`config.mk`:
```
export PLATFORM = sky130hd
export DESIGN_NAME = fc_neuron_scheduler
export DESIGN_NICKNAME = d
export VERILOG_FILES = /design/src/rtl/fc_neuron_scheduler.sv
export SDC_FILE = /design/constraint.sdc
export NUM_CORES = 2
export LEC_CHECK = 0
export BUFFER_PORTS_ARGS = -buffer_cell sky130_fd_sc_hd__buf_2
export CORE_AREA = 2 2 512 514
export DETAILED_ROUTE_END_ITERATION = 6
export DIE_AREA = 0 0 514 516
export MAX_ROUTING_LAYER = met4
export SLEW_MARGIN = 0
export SYNTH_ARGS = -nofsm -noshare
export SYNTH_HDL_FRONTEND = slang
export SYNTH_HIERARCHICAL = 1
export SYNTH_SLANG_ARGS = --single-unit
```
`constraint.sdc`:
```
create_clock -name clk -period 55.8 [get_ports clk]
set_input_delay 2.79 -clock clk [delete_from_list [all_inputs] [get_ports clk]]
set_output_delay 2.79 -clock clk [all_outputs]
set_load 0.05 [all_outputs]
```
`src/rtl/fc_neuron_scheduler.sv`:
```
// Frame sequencer for a fully-connected neuron bank: gathers an input vector, holds it
// for the bank over a settle window, snapshots every neuron result and streams them out in order.
module fc_snap_lane #(
    parameter int OW = 23
) (
    input  logic          clk,
    input  logic          rst,
    input  logic          load,
    input  logic [OW-1:0] d,
    output logic [OW-1:0] q
);
    always_ff @(posedge clk or posedge rst) begin
        if (rst)       q <= '0;
        else if (load) q <= d;
    end
endmodule

module fc_neuron_scheduler #(
    parameter  int WIDTH   = 8,
    parameter  int IN      = 128,
    parameter  int NEURONS = 10,
    parameter  int SETTLE  = 2,
    localparam int OW      = WIDTH*2 + $clog2(IN),
    localparam int IDXW    = $clog2(NEURONS)
) (
    input  logic                  clk,
    input  logic                  rst,
    input  logic                  clear,
    input  logic                  in_valid,
    output logic                  in_ready,
    input  logic [WIDTH-1:0]      in_data,
    output logic [IN*WIDTH-1:0]   x_bus,
    input  logic [NEURONS*OW-1:0] z_bus,
    output logic                  out_valid,
    input  logic                  out_ready,
    output logic [OW-1:0]         out_data,
    output logic [IDXW-1:0]       out_idx,
    output logic                  out_last,
    output logic                  busy
);
    localparam int PW = $clog2(IN);
    localparam int CW = 4;

    typedef enum logic [1:0] {S_LOAD, S_SETTLE, S_EMIT} state_t;

    state_t                       state;
    logic [PW-1:0]                wr_ptr;
    logic [CW-1:0]                settle_cnt;
    logic [IDXW-1:0]              rd_idx;
    logic [IN-1:0][WIDTH-1:0]     xbuf;
    logic [NEURONS-1:0][OW-1:0]   z_arr;
    logic [NEURONS-1:0][OW-1:0]   snap_arr;
    logic                         snap_load;

    assign x_bus     = xbuf;
    assign z_arr     = z_bus;
    // Snapshot only on the final settle cycle, so later z_bus motion never reaches out_data.
    assign snap_load = (state == S_SETTLE) && (settle_cnt == '0) && !clear;

    for (genvar n = 0; n < NEURONS; n++) begin : g_lane
        fc_snap_lane #(.OW(OW)) u_lane (
            .clk  (clk),
            .rst  (rst),
            .load (snap_load),
            .d    (z_arr[n]),
            .q    (snap_arr[n])
        );
    end

    always_ff @(posedge clk or posedge rst) begin
        if (rst) begin
            state      <= S_LOAD;
            wr_ptr     <= '0;
            settle_cnt <= '0;
            rd_idx     <= '0;
            xbuf       <= '0;
            in_ready   <= 1'b1;
            out_valid  <= 1'b0;
        end else if (clear) begin
            state      <= S_LOAD;
            wr_ptr     <= '0;
            settle_cnt <= '0;
            rd_idx     <= '0;
            in_ready   <= 1'b1;
            out_valid  <= 1'b0;
        end else begin
            case (state)
                S_LOAD: if (in_valid) begin
                    xbuf[wr_ptr] <= in_data;
                    if (wr_ptr == PW'(IN-1)) begin
                        wr_ptr     <= '0;
                        settle_cnt <= CW'(SETTLE-1);
                        in_ready   <= 1'b0;
                        state      <= S_SETTLE;
                    end else begin
                        wr_ptr <= wr_ptr + 1'b1;
                    end
                end
                S_SETTLE: if (settle_cnt == '0) begin
                    rd_idx    <= '0;
                    out_valid <= 1'b1;
                    state     <= S_EMIT;
                end else begin
                    settle_cnt <= settle_cnt - 1'b1;
                end
                S_EMIT: if (out_ready) begin
                    if (rd_idx == IDXW'(NEURONS-1)) begin
                        rd_idx    <= '0;
                        out_valid <= 1'b0;
                        in_ready  <= 1'b1;
                        state     <= S_LOAD;
                    end else begin
                        rd_idx <= rd_idx + 1'b1;
                    end
                end
                default: state <= S_LOAD;
            endcase
        end
    end

    assign out_data = snap_arr[rd_idx];
    assign out_idx  = rd_idx;
    assign out_last = out_valid && (rd_idx == IDXW'(NEURONS-1));
    assign busy     = (state != S_LOAD) || (wr_ptr != '0);
endmodule

```
==> results.rst <==
.. list-table::
   :header-rows: 1

   * - Metric
     - Value
   * - Ports placed on the boundary
     - 1,298
   * - Post-route minimum period
     - 7.55 ns
   * - Number of endpoints failing setup at the final stage
     - 0
   * - Final count of hold timing violations
     - 0
   * - Mux share of post-synthesis cell area
     - 30.4%
   * - Sequential area share after synthesis
     - about 63%
   * - Fillers
     - 27.0k
   * - Final weighted congestion of routability-driven global placement
     - 0.835
   * - Run status
     - finished, final reports clean
   * - Fraction of synthesized cell area in xor and xnor cells
     - 0.0523%
   * - Hold path start
     - x_bus[418]
   * - Pin count of the biggest net entering global routing
     - 154
   * - Die outline width
     - 514 um
   * - Number of maximum-capacitance violations
     - 0
   * - H-tree lvl count
     - 4
   * - Setup TNS
     - 0 ns
   * - Clk Latency, worst-skew pair
     - 0.79 ns
   * - Reg-to-Reg End
     - g_lane[6].u_lane/q[15]
   * - RSZ-0062 raised after global routing
     - no
   * - First DRT Iteration DRCs
     - 1,784
   * - Initial DRT Pass Iterations
     - 5
   * - Count of hold-fix buffers inserted at cts
     - 0
   * - Num CTS Buffers
     - around 140
   * - Synth Warn #
     - 6
   * - Adder-cell share of the synthesized area
     - 0.149%
   * - Clock share of power
     - 47.1%
   * - End of the worst hold path
     - x_bus[418]
   * - Cells after Synth
     - 3,218
   * - Number of antenna violations at the first check in global routing
     - 62
   * - Sequential group share of total power
     - a little under half
   * - Maximum frequency from static timing analysis
     - 132 MHz
   * - Global router's overall resource usage
     - 15.0%
   * - Ordered cell list for the critical path
     - buf_4, buf_4, mux2i_1, o221ai_1, o31a_1, buf_2
   * - Critical path's largest stage delay
     - 0.91 ns
   * - R2R depth
     - 8
   * - Cells on Worst Hold Path
     - 1
   * - Clock sink count
     - 1,273
   * - Combinational share of power
     - roughly 6.7%
   * - Drt wl/cell
     - 24.8 um
   * - Remaining global-route overflow
     - 0
   * - Simple-gate share of the synthesized area
     - 2.72%
   * - Routed wire length
     - 201,000 um
   * - Dominant combinational cell family by area after synthesis
     - multiplexers
   * - Cell area power density
     - 31.3 nW/um2
   * - Endpoint required time on the critical path
     - 53.01 ns
   * - Largest buffer count on any clock path
     - 3
   * - Via density per instance
     - approximately 4.1
   * - Worst hold-check path type
     - reg -> reg
   * - Worst-case headroom to the max-slew limit
     - approximately 18%
   * - Final clock skew
     - 0.0351 ns
   * - Number of port buffers
     - 1,297
   * - Worst path arrival time
     - 4.76 ns
   * - Final critical-path share of the clock period
     - 13.5%
   * - Count of different cell masters after synthesis
     - 49
   * - Routed Antenna Nets
     - 0
   * - Via count
     - 33.4k
   * - Register area
     - 31,900 um2
   * - Prevailing post-synth register cell
     - dfrtp_1
   * - Clock tree root buffer cell
     - clkbuf_16
   * - Post-CTS Resized
     - 0
   * - Synth-to-Final Area Change
     - 30.8%
   * - Syn_nets
     - 3,467
   * - Area fraction in compound gates after synthesis
     - 1.38%
   * - Leakage power
     - 34.9 nW
   * - Cell types occupying the most area after synthesis
     - dfrtp_1 63%, mux2_2 26%, mux2i_1 2.3%, mux2_1 2.1%, clkbuf_1 1.1%
   * - Area share of the leading cell type in the synthesized netlist
     - between 60% and 70%
   * - Transition time at the pin with the least slew margin
     - 1.23 ns
   * - Most repeated library cell on the critical path
     - buf_4
   * - Crit Path Category
     - reg -> out
   * - Share of post-route cells with drive strength above 1
     - 60.4%
   * - Avg Inst Size Synth
     - between 15 and 20 um2
   * - Number of nets in the finished design
     - 4,781
   * - Number of enable flip-flop cells after synthesis
     - 0
   * - Setup slack, reg-to-reg
     - 51.23 ns
   * - Post-DP HPWL
     - roughly 150,000 um
   * - Reg clk slew, reported paths
     - roughly 0.060 ns
   * - Startpoint of the most critical register-to-register path
     - settle_cnt[0]
   * - Placed Area
     - approximately 61,000 um2
   * - Die area
     - 265,000 um2
   * - Synth async-reset ratio
     - 100%
   * - Post-CTS setup-driven buffer insertion count
     - 0
   * - IR Drop Worst-Case VDD
     - 0.0000272 V
   * - TritonCTS clock tree
     - done
   * - Sw Share
     - 25.5%
   * - Initial core utilization
     - 19.4%
   * - Power spent charging and discharging nets
     - 0.526 mW
   * - Final std cell area, no fill
     - about 66,000 um2
   * - Critical path launch point type
     - flip-flop
   * - Total area of multi-input combinational cells
     - roughly 17,000 um2
   * - Post-synthesis cell type with the largest combined area
     - dfrtp_1
   * - Global-route wire length before repair
     - 275,000 um
   * - Residual DRC count
     - 0
   * - Largest fanout on the critical path
     - 46
   * - Vias in the first global route
     - about 35k
   * - Register bit total from synthesis
     - 1,273
   * - Core outline area
     - 259,000 um2
   * - Core Rows
     - 187
   * - Die Ht
     - 516 um
   * - Cell-internal power
     - 1.53 mW
   * - Synthesized area
     - 50,300 um2
   * - CP Capture Type
     - output pin
   * - Final Slew Violations
     - 0
   * - Critical path's slowest cell
     - dfrtp_4
-- power by group through the flow --
stage	clock (mW)	sequential [mW]	combinational, mW
after floorplan	0	1.01	0.0450
final	0.970	0.952	0.137
after global placement	0	0.968	0.139
after CTS	1.00	0.952	0.141
after detailed placement	0	0.969	0.141
after global routing	1.04	0.954	0.146
-- per-stage QoR --
| stage | std cells | hold slack (ns) | worst slack [ns] | total power, mW | util [%] |
|---|---|---|---|---|---|
| after floorplan | 3218 | 0.480 | 23.66 | 1.05 | - |
| after global placement | 7788 | 0.468 | 47.81 | 1.11 | 23.4 |
| after detailed placement | 7788 | 0.476 | 47.62 | 1.11 | 23.4 |
| after CTS | 8044 | 0.490 | 48.13 | 2.09 | 25.3 |
| after global routing | 8082 | 0.497 | 47.77 | 2.14 | 25.3 |
| final | 8103 | 0.483 | 48.25 | 2.06 | 25.3 |
-- logic make-up (layout without fill, tap and decap cells) --
kind of cell	Yosys count	after routing
muxes	1369	1369
adders and majority gates	6	6
other	0	59
xor gates and xnor gates	3	3
DFF	1273	1273
buffers and inverters	210	1634
AOI/OAI and AO/OA	92	92
and+or+nand+nor	265	265
-- per-layer routing --
metal / part of all wire (%) / up-vias / global-route usage (%)
li1: - / 14200 / -
met5: 0 / - / -
met1: 38 / 17400 / 16.5
met2: 49 / 1402 / 25.0
met4: 5.0 / 0 / 7.33
met3: 7.6 / 335 / 4.32
-- worst max-delay path: cells and delay by family, from the launching register on --
kind,cells,cell delay [ns]
AO/OA/AOI/OAI,2,1.10
buffers and inverters,3,1.70
flip-flops,1,0.91
multiplexers,1,0.17
-- sequential cells by signal (all words and copies together), names as in the netlist --
register	count
wr_ptr	7
state	2
g_lane.u_lane/q	230
in_ready	1
out_valid	1
out_idx	4
settle_cnt	4
x_bus	1024
-- worst max-delay path by stage --
stage / to / start / slack [ns] / cells after the start
6_report: out_data[5] / out_idx[0] / 48.25 / 6
5_1_grt: x_bus[463] / rst / 47.77 / 7
4_1_cts: out_data[5] / out_idx[0] / 48.13 / 6
3_5_place_dp: x_bus[464] / rst / 47.62 / 7
3_3_place_gp: x_bus[320] / rst / 47.81 / 7
2_1_floorplan: out_idx[0] / rst / 23.66 / 1
-- Yosys cell counts, drive strengths merged, types with 6 or more instances --
| cell | n |
|---|---|
| nand2 | 110 |
| nor2 | 92 |
| clkbuf | 144 |
| ha | 6 |
| mux2i | 115 |
| mux2 | 1254 |
| dfrtp | 1272 |
| o21ai | 6 |
| nand2b | 11 |
| nor3 | 13 |
| o22ai | 23 |
| buf | 45 |
| o221ai | 23 |
| o31a | 23 |
| nor2b | 6 |
| inv | 21 |
| a21oi | 7 |
-- final cells by class --
cell class              count  share of cell area, %
diodes                     59                  0.225
flip-flops and latches   1273                   48.5
clock inverters            49                   1.02
clock buffers             207                   6.38
multi-input cells        1735                   26.6
well taps                3402                   6.48
repair buffers           1357                   10.7
inverters                  21                  0.143
-- cell usage in the layout (no fill, tap or decap), drive strengths merged, types with 2 or more instances in the layout --
cell type | synthesis | routed
mux2i | 115 | 115
nor3b | 3 | 3
or3b | 2 | 2
and2 | 4 | 4
o22ai | 23 | 23
diode | 0 | 59
inv | 21 | 31
mux2 | 1254 | 1254
a311oi | 2 | 2
o31a | 23 | 23
xnor2 | 2 | 2
nand3 | 4 | 4
dfrtp | 1272 | 1272
bufinv | 0 | 7
o21ai | 6 | 6
nor2 | 92 | 92
or2 | 4 | 4
nor3 | 13 | 13
clkinv | 0 | 28
o31ai | 2 | 2
a21oi | 7 | 7
clkbuf | 144 | 207
o221ai | 23 | 23
nand4 | 4 | 4
nand2b | 11 | 11
nor2b | 6 | 6
ha | 6 | 6
clkinvlp | 0 | 4
or3 | 3 | 3
buf | 45 | 1357
nor4 | 5 | 5
nand2 | 110 | 110
Power figures use the tool's default switching activity.
